==> config.mk <==
export PLATFORM = sky130hd
export DESIGN_NAME = gesture_command_encoder
export DESIGN_NICKNAME = d
export VERILOG_FILES = /design/src/rtl/gesture_command_encoder.sv
export SDC_FILE = /design/constraint.sdc
export NUM_CORES = 1
export LEC_CHECK = 0
export CORE_ASPECT_RATIO = 1.5
export CORE_MARGIN = 2
export CORE_UTILIZATION = 55
export CTS_BUF_LIST = sky130_fd_sc_hd__clkbuf_4 sky130_fd_sc_hd__clkbuf_8
export DETAILED_ROUTE_END_ITERATION = 16
export GPL_TIMING_DRIVEN = 0
export PLACE_DENSITY_LB_ADDON = 0.3
export RECOVER_POWER = 100
export SYNTH_ARGS = -nofsm -noshare
export SYNTH_HDL_FRONTEND = slang
export SYNTH_SLANG_ARGS = --single-unit
export TNS_END_PERCENT = 1
==> constraint.sdc <==
create_clock -name clock -period 4.54 [get_ports clock]
set_input_delay 0.908 -clock clock [delete_from_list [all_inputs] [get_ports clock]]
set_output_delay 0.908 -clock clock [all_outputs]
set_load 0.01 [all_outputs]
==> src/rtl/gesture_command_encoder.sv <==
// Gesture-to-command encoder.
// Takes two-hand coordinate frames, compares them against a calibrated
// neutral pose, and emits an 8-bit drone command once the same candidate
// has been seen for STABLE_FRAMES consecutive frames and differs from the
// last command the consumer accepted.
module gesture_command_encoder #(
  parameter logic [15:0] DEADBAND      = 16'd200,
  parameter int unsigned STABLE_FRAMES = 3
) (
  input  logic        clock,
  input  logic        reset,
  input  logic        ready,
  input  logic [15:0] x1,
  input  logic [15:0] y1,
  input  logic [15:0] z1,
  input  logic [15:0] x2,
  input  logic [15:0] y2,
  input  logic [15:0] z2,
  input  logic        recal,
  input  logic        cmd_ack,
  output logic        cmd_valid,
  output logic [7:0]  cmd,
  output logic        calibrated,
  output logic [7:0]  dropped,
  output logic [2:0]  state
);

  typedef enum logic [2:0] {
    CALIB = 3'd0,
    IDLE  = 3'd1,
    EVAL  = 3'd2,
    SEND  = 3'd3
  } state_t;

  localparam logic [3:0] SF = STABLE_FRAMES[3:0];

  state_t      r_state, w_state_nxt;
  logic [15:0] r_nx1, r_ny1, r_nz1, r_nx2, r_ny2, r_nz2;
  logic [15:0] r_fx1, r_fy1, r_fz1, r_fx2, r_fy2, r_fz2;
  logic [3:0]  r_cnt;
  logic [7:0]  r_prev;
  logic [7:0]  r_last;
  logic [7:0]  r_cmd;
  logic [7:0]  r_dropped;

  logic [7:0]  w_cand;
  logic [3:0]  w_cnt_nxt;
  logic        w_go;
  logic        w_unused;

  // z1 and y2 are captured for completeness but carry no command meaning.
  assign w_unused = ^{r_nz1, r_ny2, r_fz1, r_fy2};

  // Per-axis deadband classifier: 01 above, 10 below, 00 inside (edges inclusive).
  function automatic logic [1:0] axis_code(input logic [15:0] cur, input logic [15:0] n);
    logic signed [16:0] d;
    logic signed [16:0] db;
    d  = $signed({1'b0, cur}) - $signed({1'b0, n});
    db = $signed({1'b0, DEADBAND});
    if (d > db)       axis_code = 2'b01;
    else if (d < -db) axis_code = 2'b10;
    else              axis_code = 2'b00;
  endfunction

  assign w_cand = {axis_code(r_fx2, r_nx2), axis_code(r_fz2, r_nz2),
                   axis_code(r_fy1, r_ny1), axis_code(r_fx1, r_nx1)};

  // Stability counter update and send decision, only meaningful in EVAL.
  always_comb begin
    w_cnt_nxt = 4'd1;
    if (w_cand == r_prev) w_cnt_nxt = (r_cnt >= SF) ? SF : r_cnt + 4'd1;
    w_go = (w_cnt_nxt == SF) && (w_cand != r_last);
  end

  // State register.
  always_ff @(posedge clock) begin
    if (reset) r_state <= CALIB;
    else       r_state <= w_state_nxt;
  end

  // Next-state logic; recal overrides every other input.
  always_comb begin
    w_state_nxt = r_state;
    case (r_state)
      CALIB:   if (ready)   w_state_nxt = IDLE;
      IDLE:    if (ready)   w_state_nxt = EVAL;
      EVAL:    w_state_nxt = w_go ? SEND : IDLE;
      SEND:    if (cmd_ack) w_state_nxt = IDLE;
      default: w_state_nxt = CALIB;
    endcase
    if (recal) w_state_nxt = CALIB;
  end

  // Outputs decoded from the state and the command register.
  always_comb begin
    cmd_valid  = (r_state == SEND);
    calibrated = (r_state != CALIB);
    state      = r_state;
    cmd        = r_cmd;
    dropped    = r_dropped;
  end

  // Neutral/frame capture, stability tracking and command hand-off.
  always_ff @(posedge clock) begin
    if (reset) begin
      {r_nx1, r_ny1, r_nz1, r_nx2, r_ny2, r_nz2} <= '0;
      {r_fx1, r_fy1, r_fz1, r_fx2, r_fy2, r_fz2} <= '0;
      r_cnt  <= '0;
      r_prev <= '0;
      r_last <= '0;
      r_cmd  <= '0;
    end else if (recal) begin
      r_cnt  <= '0;
      r_prev <= '0;
      r_last <= '0;
    end else begin
      case (r_state)
        CALIB: if (ready) {r_nx1, r_ny1, r_nz1, r_nx2, r_ny2, r_nz2} <= {x1, y1, z1, x2, y2, z2};
        IDLE:  if (ready) {r_fx1, r_fy1, r_fz1, r_fx2, r_fy2, r_fz2} <= {x1, y1, z1, x2, y2, z2};
        EVAL: begin
          r_cnt  <= w_cnt_nxt;
          r_prev <= w_cand;
          if (w_go) r_cmd <= w_cand;
        end
        SEND:  if (cmd_ack) r_last <= r_cmd;
        default: ;
      endcase
    end
  end

  // Saturating count of frames that arrive while a frame is being evaluated or sent.
  always_ff @(posedge clock) begin
    if (reset)
      r_dropped <= '0;
    else if (!recal && ready && (r_state == EVAL || r_state == SEND) && r_dropped != 8'hFF)
      r_dropped <= r_dropped + 8'd1;
  end

endmodule

==> flow_summary.toml, run 1 <==
[run_status]
status = "finished, final reports clean"

[logic_synthesis]
syn_avg_cell_area_um2 = 7.414
synthFlopType = "dfxtp_1"
ys_warn_count = 0
async_reset_ff_share_pct = 0
synth_adder_area_share_pct = 8.622
synth_top_family_by_area = "simple AND/OR/NAND/NOR gates"
muxShareOfSynthArea_pct = 2.572
ys_ff_latch = 166
seq_area_frac_synth_pct = 31.63
synth_compound_area_share_pct = 23.59
synth_enable_flop_cells = 0
synth.distinct_cells = 82
synthXorXnorAreaFrac_pct = 4.156
synth_fp_nets = 1588
synthSimpleGateAreaFrac_pct = 23.59
synth_area_um2 = 10510
synthCells = 1417

[detailed_routing]
antenna_left = 0
vias = 10370
via_per_inst = 5.783
top_layer = "met4"
routedWlPerCell_um = 16.13
firstDrtPassIters = 6
wl_mm = 28.94
wl_met2_mm = 15.34
wl_met3_um = 955
drt-met1-wl_mm = 11.47
drc = 0
drtIter0Drc = 716

[power]
p_leak_nw = 4.717
power.density_nw_per_um2 = 300.5
irDropWorstVdd_v = 0.0001900

[clock_network]
cts_tree = "built"
clk_pin_slew_worst_paths_ns = 0.10
hold_buffers = 0
root_buffer = "clkbuf_8"
cts_buffer_depth = 2
numCtsBuffers = 17
cts_max_level = 4
cts_num_sinks = 166
clk_latency_ns = 0.48

[setup_path]
critPathTopFamily = "compound AO/OA/AOI/OAI gates"
crit_arrival_ns = 4.66
critPathLaunchType = "flip-flop"
r2r-start = "r_fx2[0]$_SDFFE_PP0P_"
cp-startpoint = "r_fx2[0]$_SDFFE_PP0P_"
max_stage_delay_ns = 0.61
critical_path_required_ns = 4.89
cp_max_fo = 4
endpoint_kind = "flip-flop"
path_class = "reg -> reg"
critPathSlowestCell = "a2111oi_0"
path_buf_inv = 2
reg2reg_slack_ns = 0.24
cp_cell_sequence = "inv_1, ha_1, fa_1, nor2b_1, o21ai_1, a2111oi_0, or3_1, and4b_1, nand4bb_1, a311oi_1, and3_1, nand4_2, a2111oi_4, clkbuf_2, mux2i_1, nor2_1"

[grt]
grt_max_degree = 17
grt_pass1_wl_mm = 47.29
grt_pass1_vias = 9862
grt-ovfl-total = 0
grt_usage_pct = 28.86
antenna_found_initial = 2

[sta]
max_slew.worst_pin.slew_ns = 0.7115
clock_skew_ns = 0.01529
rsz0062_at_grt = "false"
maxSlewHeadroom_pct = 52.57
setup_violations = 0
fmax_mhz = 232.4
whs_ns = 0.4608
finalHoldViolCount = 0
finalMaxSlewViolations = 0
period_minus_slack_ns = 4.302
setup-tns-final_ns = 0
finalCritPeriodShare_pct = 94.76

[floorplanning]
fp.dieArea_um2 = 20250
die_h_um = 173.3
core_area_um2 = 18620
start_util_pct = 56.42
io_pins = 122
fp.dieW_um = 116.9
row_count = 61

[final_layout]
fin_area_um2 = 12180
drive_above_1_share_pct = 3.571
finalNetCount = 1699
stdcell_count = 1794
finalCoreUtilization_pct = 65.42
area.growth.synth_to_final_pct = 15.96
n_fill_cell = 1762

[flow_run]
max_cap_violations = 0

[worst_hold_path]
min_from = "r_ny1[6]$_SDFFE_PP0P_"
min_path_type = "reg -> reg"

[placed_design]
dp_cells = 1757
place_area_um2 = 11700
portBuffers = 88
routabilityCongestion = 0.9637
hpwl_mm = 22.38
-- repair_timing --
action                     in CTS  in global routing
setup endpoints to repair       8                  8
buffers inserted                2                  2
pin swaps                       1                  0
gates resized for setup         0                 10
-- cell type report --
class	count	area, µm²	area share (%)
multi-input cells	1092	6618	54.32
flip-flops and latches	166	3323	27.28
repair buffers	92	908.4	7.456
well taps	252	315.3	2.588
plain buffers	80	312.8	2.568
inverters	79	296.5	2.434
clock buffers	21	282.8	2.321
clock inverters	10	121.4	0.9962
diodes	2	5.005	0.04108
-- Yosys cell counts (4+ instances only) --
library cell / count / area (µm²)
a31oi_1: 9 / 56.30
o21ai_1: 20 / 100.1
dfxtp_1: 166 / 3323
nor2_1: 73 / 274.0
o21ai_0: 28 / 140.1
nor3_1: 12 / 60.06
or4_1: 5 / 37.54
o211ai_1: 8 / 60.06
nand3b_1: 4 / 30.03
xnor2_1: 19 / 166.4
nand2_1: 332 / 1246
nor2b_1: 12 / 75.07
nand3_1: 20 / 100.1
xor2_1: 29 / 254.0
o311a_1: 4 / 40.04
o31ai_1: 8 / 60.06
a221oi_1: 8 / 70.07
o31a_1: 5 / 43.79
nor4_1: 5 / 31.28
buf_1: 5 / 18.77
a211oi_1: 12 / 90.09
a311oi_1: 4 / 35.03
a211o_1: 5 / 43.79
o2111ai_1: 11 / 96.34
mux2i_1: 27 / 270.3
or3_1: 12 / 75.07
a21o_1: 18 / 135.1
ha_1: 66 / 825.8
and4b_1: 4 / 40.04
nand4_1: 22 / 137.6
a221o_1: 4 / 40.04
fa_1: 4 / 80.08
o21a_1: 10 / 75.07
o211a_1: 4 / 40.04
clkbuf_1: 72 / 270.3
and3_1: 11 / 68.82
and2_1: 13 / 81.33
and4_1: 4 / 35.03
and3b_1: 4 / 35.03
inv_1: 78 / 292.8
nand2b_1: 11 / 68.82
a21oi_1: 192 / 960.9
-- cell usage in the layout (no fill, tap or decap), types with 21 or more instances in the layout --
| cell type | synthesis | routed |
|---|---|---|
| o21ai_1 | 20 | 21 |
| clkdlybuf4s50_1 | 0 | 67 |
| clkbuf_1 | 72 | 77 |
| nand4_1 | 22 | 22 |
| a21oi_1 | 192 | 192 |
| dfxtp_1 | 166 | 166 |
| ha_1 | 66 | 66 |
| mux2i_1 | 27 | 27 |
| o21ai_0 | 28 | 27 |
| xor2_1 | 29 | 29 |
| dlygate4sd3_1 | 0 | 21 |
| nor2_1 | 73 | 73 |
| nand2_1 | 332 | 332 |
| inv_1 | 78 | 78 |
-- cells by family (layout without fill, tap and decap cells) --
kind of cell,count (synthesis),in the layout
simple gates,553,553
compound gates,392,392
flops,166,166
buf+inv,159,282
fa+ha+maj,70,70
xor+xnor,49,49
mux,27,27
other cells,1,3
-- through the flow --
step | worst slack (ns) | total power, W
5_1_grt | 0.01653 | 0.003830
3_5_place_dp | -0.1787 | 0.002532
4_1_cts | 0.03640 | 0.003637
3_3_place_gp | -0.07684 | 0.002518
6_report | 0.2378 | 0.003660
2_1_floorplan | 0.6832 | 0.002259
-- worst register-to-register path, stage by stage (launching register included) --
cell and delay [ns]:
dfxtp_1 0.34, inv_1 0.05, ha_1 0.20, fa_1 0.43, nor2b_1 0.24, o21ai_1 0.13
a2111oi_0 0.61, or3_1 0.22, and4b_1 0.27, nand4bb_1 0.19, a311oi_1 0.28, and3_1 0.22
nand4_2 0.16, a2111oi_4 0.33, clkbuf_2 0.23, mux2i_1 0.22, nor2_1 0.05
-- registers in the layout, summed over array words and instances (netlist names), 16 cells and up --
signal  cells
r_nx1      16
r_nx2      16
r_fy1      16
r_ny1      16
r_fx1      16
r_fz2      16
r_nz2      16
r_fx2      16
-- where the power goes --
part	switching (W)	internal, W	total [W]
registers	0.0000195	0.00149	0.00151
clock network	0.000579	0.000539	0.00112
logic	0.000611	0.000422	0.00103
-- metal layers --
metal,GRT usage (%),up-vias
met5,0,-
met4,13.68,0
met3,3.776,76
met2,52.89,235
met1,31.97,4893
li1,-,5170
-- final timing paths --
kind                            to  cells past startpoint
max            cmd[5]$_SDFFE_PP0P_                     16
min          r_ny1[6]$_SDFFE_PP0P_                      2
max reg2reg    cmd[5]$_SDFFE_PP0P_                     16
min reg2reg  r_ny1[6]$_SDFFE_PP0P_                      2
Power figures use the tool's default switching activity.
==> run 2, diff against run 1 <==
Clock period 4.54 ns to 5 ns, I/O delays scaled along.
==> flow_summary.toml, run 2 (synthesized netlist as in run 1, its figures left out) <==
[sta]
finalHoldViolCount = 0
setup_violations = 0
maxSlewHeadroom_pct = 48.90
period_minus_slack_ns = 4.572
finalCritPeriodShare_pct = 91.43
setup-tns-final_ns = 0
clock_skew_ns = 0.01404
max_slew.worst_pin.slew_ns = 0.7595
fmax_mhz = 218.7
rsz0062_at_grt = "false"
finalMaxSlewViolations = 0

[grt]
grt-ovfl-total = 0
grt_usage_pct = 28.85
grt_pass1_vias = 9850
grt_pass1_wl_mm = 47.28
antenna_found_initial = 2
grt_max_degree = 17

[detailed_routing]
drtIter0Drc = 696
antenna_left = 0
firstDrtPassIters = 5
via_per_inst = 5.781
vias = 10360
routedWlPerCell_um = 16.13
wl_mm = 28.91
drc = 0

[worst_hold_path]
min_delay_path_depth = 2
min_path_type = "reg -> reg"
min_from = "r_ny1[15]$_SDFFE_PP0P_"
holdPathEnd = "r_ny1[15]$_SDFFE_PP0P_"

[final_layout]
area.growth.synth_to_final_pct = 15.34
multi_input_area_um2 = 6568
finalCoreUtilization_pct = 65.07
stdcell_count = 1792
n_fill_cell = 1779
finalNetCount = 1697
final_common_cell = "nand2_1"
seqCellArea_um2 = 3323
mostFrequentLayoutCells = "332 x nand2_1, 192 x a21oi_1, 166 x dfxtp_1, 78 x inv_1, 77 x clkbuf_1"
fin_area_um2 = 12120
drive_above_1_share_pct = 2.861

[setup_path]
critical_path_required_ns = 5.34
max_stage_delay_ns = 0.66
critPathLaunchType = "flip-flop"
r2r-start = "r_fx1[0]$_SDFFE_PP0P_"
reg2reg_depth = 15
path_buf_inv = 3
crit_arrival_ns = 4.91
critPathSlowestCell = "o31ai_1"
path_class = "reg -> reg"
endpoint_kind = "flip-flop"
cp_cell_sequence = "inv_1, ha_1, fa_1, nand2b_1, a211oi_1, o21ai_0, o31ai_1, inv_1, a41oi_1, xnor2_1, nand4_1, a2111oi_4, clkbuf_2, mux2i_1, nor2_1"
r2r_end = "cmd[7]$_SDFFE_PP0P_"
cp_max_fo = 4
reg2reg_slack_ns = 0.43
cpMostUsedCell = "inv_1"
critPathTopFamily = "compound AO/OA/AOI/OAI gates"
crit_cells = 15

[power]
p_seq_share_pct = 41.5
p_sw_w = 0.001086
power.density_nw_per_um2 = 272.5
p_sw_share_pct = 32.88
power.total_w = 0.003302
irDropWorstVdd_v = 0.0001723
p_comb_share_pct = 27.7
power.share.clock_pct = 30.8
p_leak_nw = 4.697
p_int_w = 0.002216

[floorplanning]
fp.dieArea_um2 = 20250
core_area_um2 = 18620
io_pins = 122
fp.dieW_um = 116.9
start_util_pct = 56.42
die_h_um = 173.3
row_count = 61

[clock_network]
clk_latency_ns = 0.48
hold_buffers = 0
numCtsBuffers = 17
cts_num_sinks = 166
cts_setup_buffers = 0
cts_max_level = 4
cts_resized = 0
cts_buffer_depth = 2
clk_pin_slew_worst_paths_ns = 0.09
cts_tree = "built"
root_buffer = "clkbuf_8"

[placed_design]
dp_cells = 1757
hpwl_mm = 22.38
routabilityCongestion = 0.9637
portBuffers = 88
place_area_um2 = 11700

[flow_run]
max_cap_violations = 0

[run_status]
status = "finished, final reports clean"
[run 2: changes by cell type in the layout (fill, tap and decap cells not counted), moves of 2 or more]
cell / before / now
o21ai_1: 21 / 18
a41oi_1: 0 / 2
a41oi_2: 2 / 0
a211oi_2: 4 / 1
o21ai_0: 27 / 30
buf_4: 4 / 2
a211oi_1: 9 / 12
[run 2: layout make-up]
cell class | instances | area share, %
clock inverter | 10 | 1.002
clock buffer | 21 | 2.333
sequential | 166 | 27.42
antenna | 2 | 0.04130
timing repair buffer | 90 | 7.372
buffer | 80 | 2.581
tap | 252 | 2.602
inverter | 79 | 2.447
multi-input combinational | 1092 | 54.20
[run 2: routing by layer]
| metal | vias up | global-route usage (%) | part of all wire, % |
|---|---|---|---|
| met2 | 235 | 52.79 | 53 |
| met4 | 0 | 13.77 | 3.9 |
| li1 | 5159 | - | - |
| met1 | 4891 | 31.95 | 39 |
| met5 | - | 0 | 0 |
| met3 | 74 | 3.811 | 3.6 |
[run 2: through the flow]
step / worst slack, ns / hold slack, ns
floorplan: 1.143 / 0.4356
global placement: 0.3832 / 0.4419
detailed placement: 0.2813 / 0.4463
CTS: 0.2676 / 0.4574
global route: 0.07023 / 0.4753
finish: 0.4284 / 0.4596
[run 2: how the worst max path moves through the flow]
stage | from | to
after detailed placement | r_fx1[0]$_SDFFE_PP0P_ | cmd[5]$_SDFFE_PP0P_
after floorplan | r_nz2[6]$_SDFFE_PP0P_ | cmd[6]$_SDFFE_PP0P_
after global routing | r_fz2[0]$_SDFFE_PP0P_ | cmd[2]$_SDFFE_PP0P_
after CTS | r_nx1[4]$_SDFFE_PP0P_ | cmd[5]$_SDFFE_PP0P_
final | r_fx1[0]$_SDFFE_PP0P_ | cmd[7]$_SDFFE_PP0P_
after global placement | r_nx1[4]$_SDFFE_PP0P_ | cmd[6]$_SDFFE_PP0P_
[run 2: worst reg2reg max path, delay by kind of cell (launching register included)]
kind | cells | cell delay [ns]
buf+inv | 3 | 0.41
fa+ha+maj | 2 | 0.61
mux | 1 | 0.21
flops | 1 | 0.34
xor+xnor | 1 | 0.21
compound gates | 5 | 2.17
simple gates | 3 | 0.48
[run 2: power by group through the flow]
| stage | clock network (W) | logic, W | registers, W |
|---|---|---|---|
| after floorplan | 0 | 0.000653 | 0.00140 |
| after global placement | 0 | 0.000886 | 0.00140 |
| after detailed placement | 0 | 0.000897 | 0.00140 |
| after CTS | 0.00103 | 0.000905 | 0.00137 |
| after global routing | 0.00107 | 0.00101 | 0.00138 |
| final | 0.00102 | 0.000915 | 0.00137 |
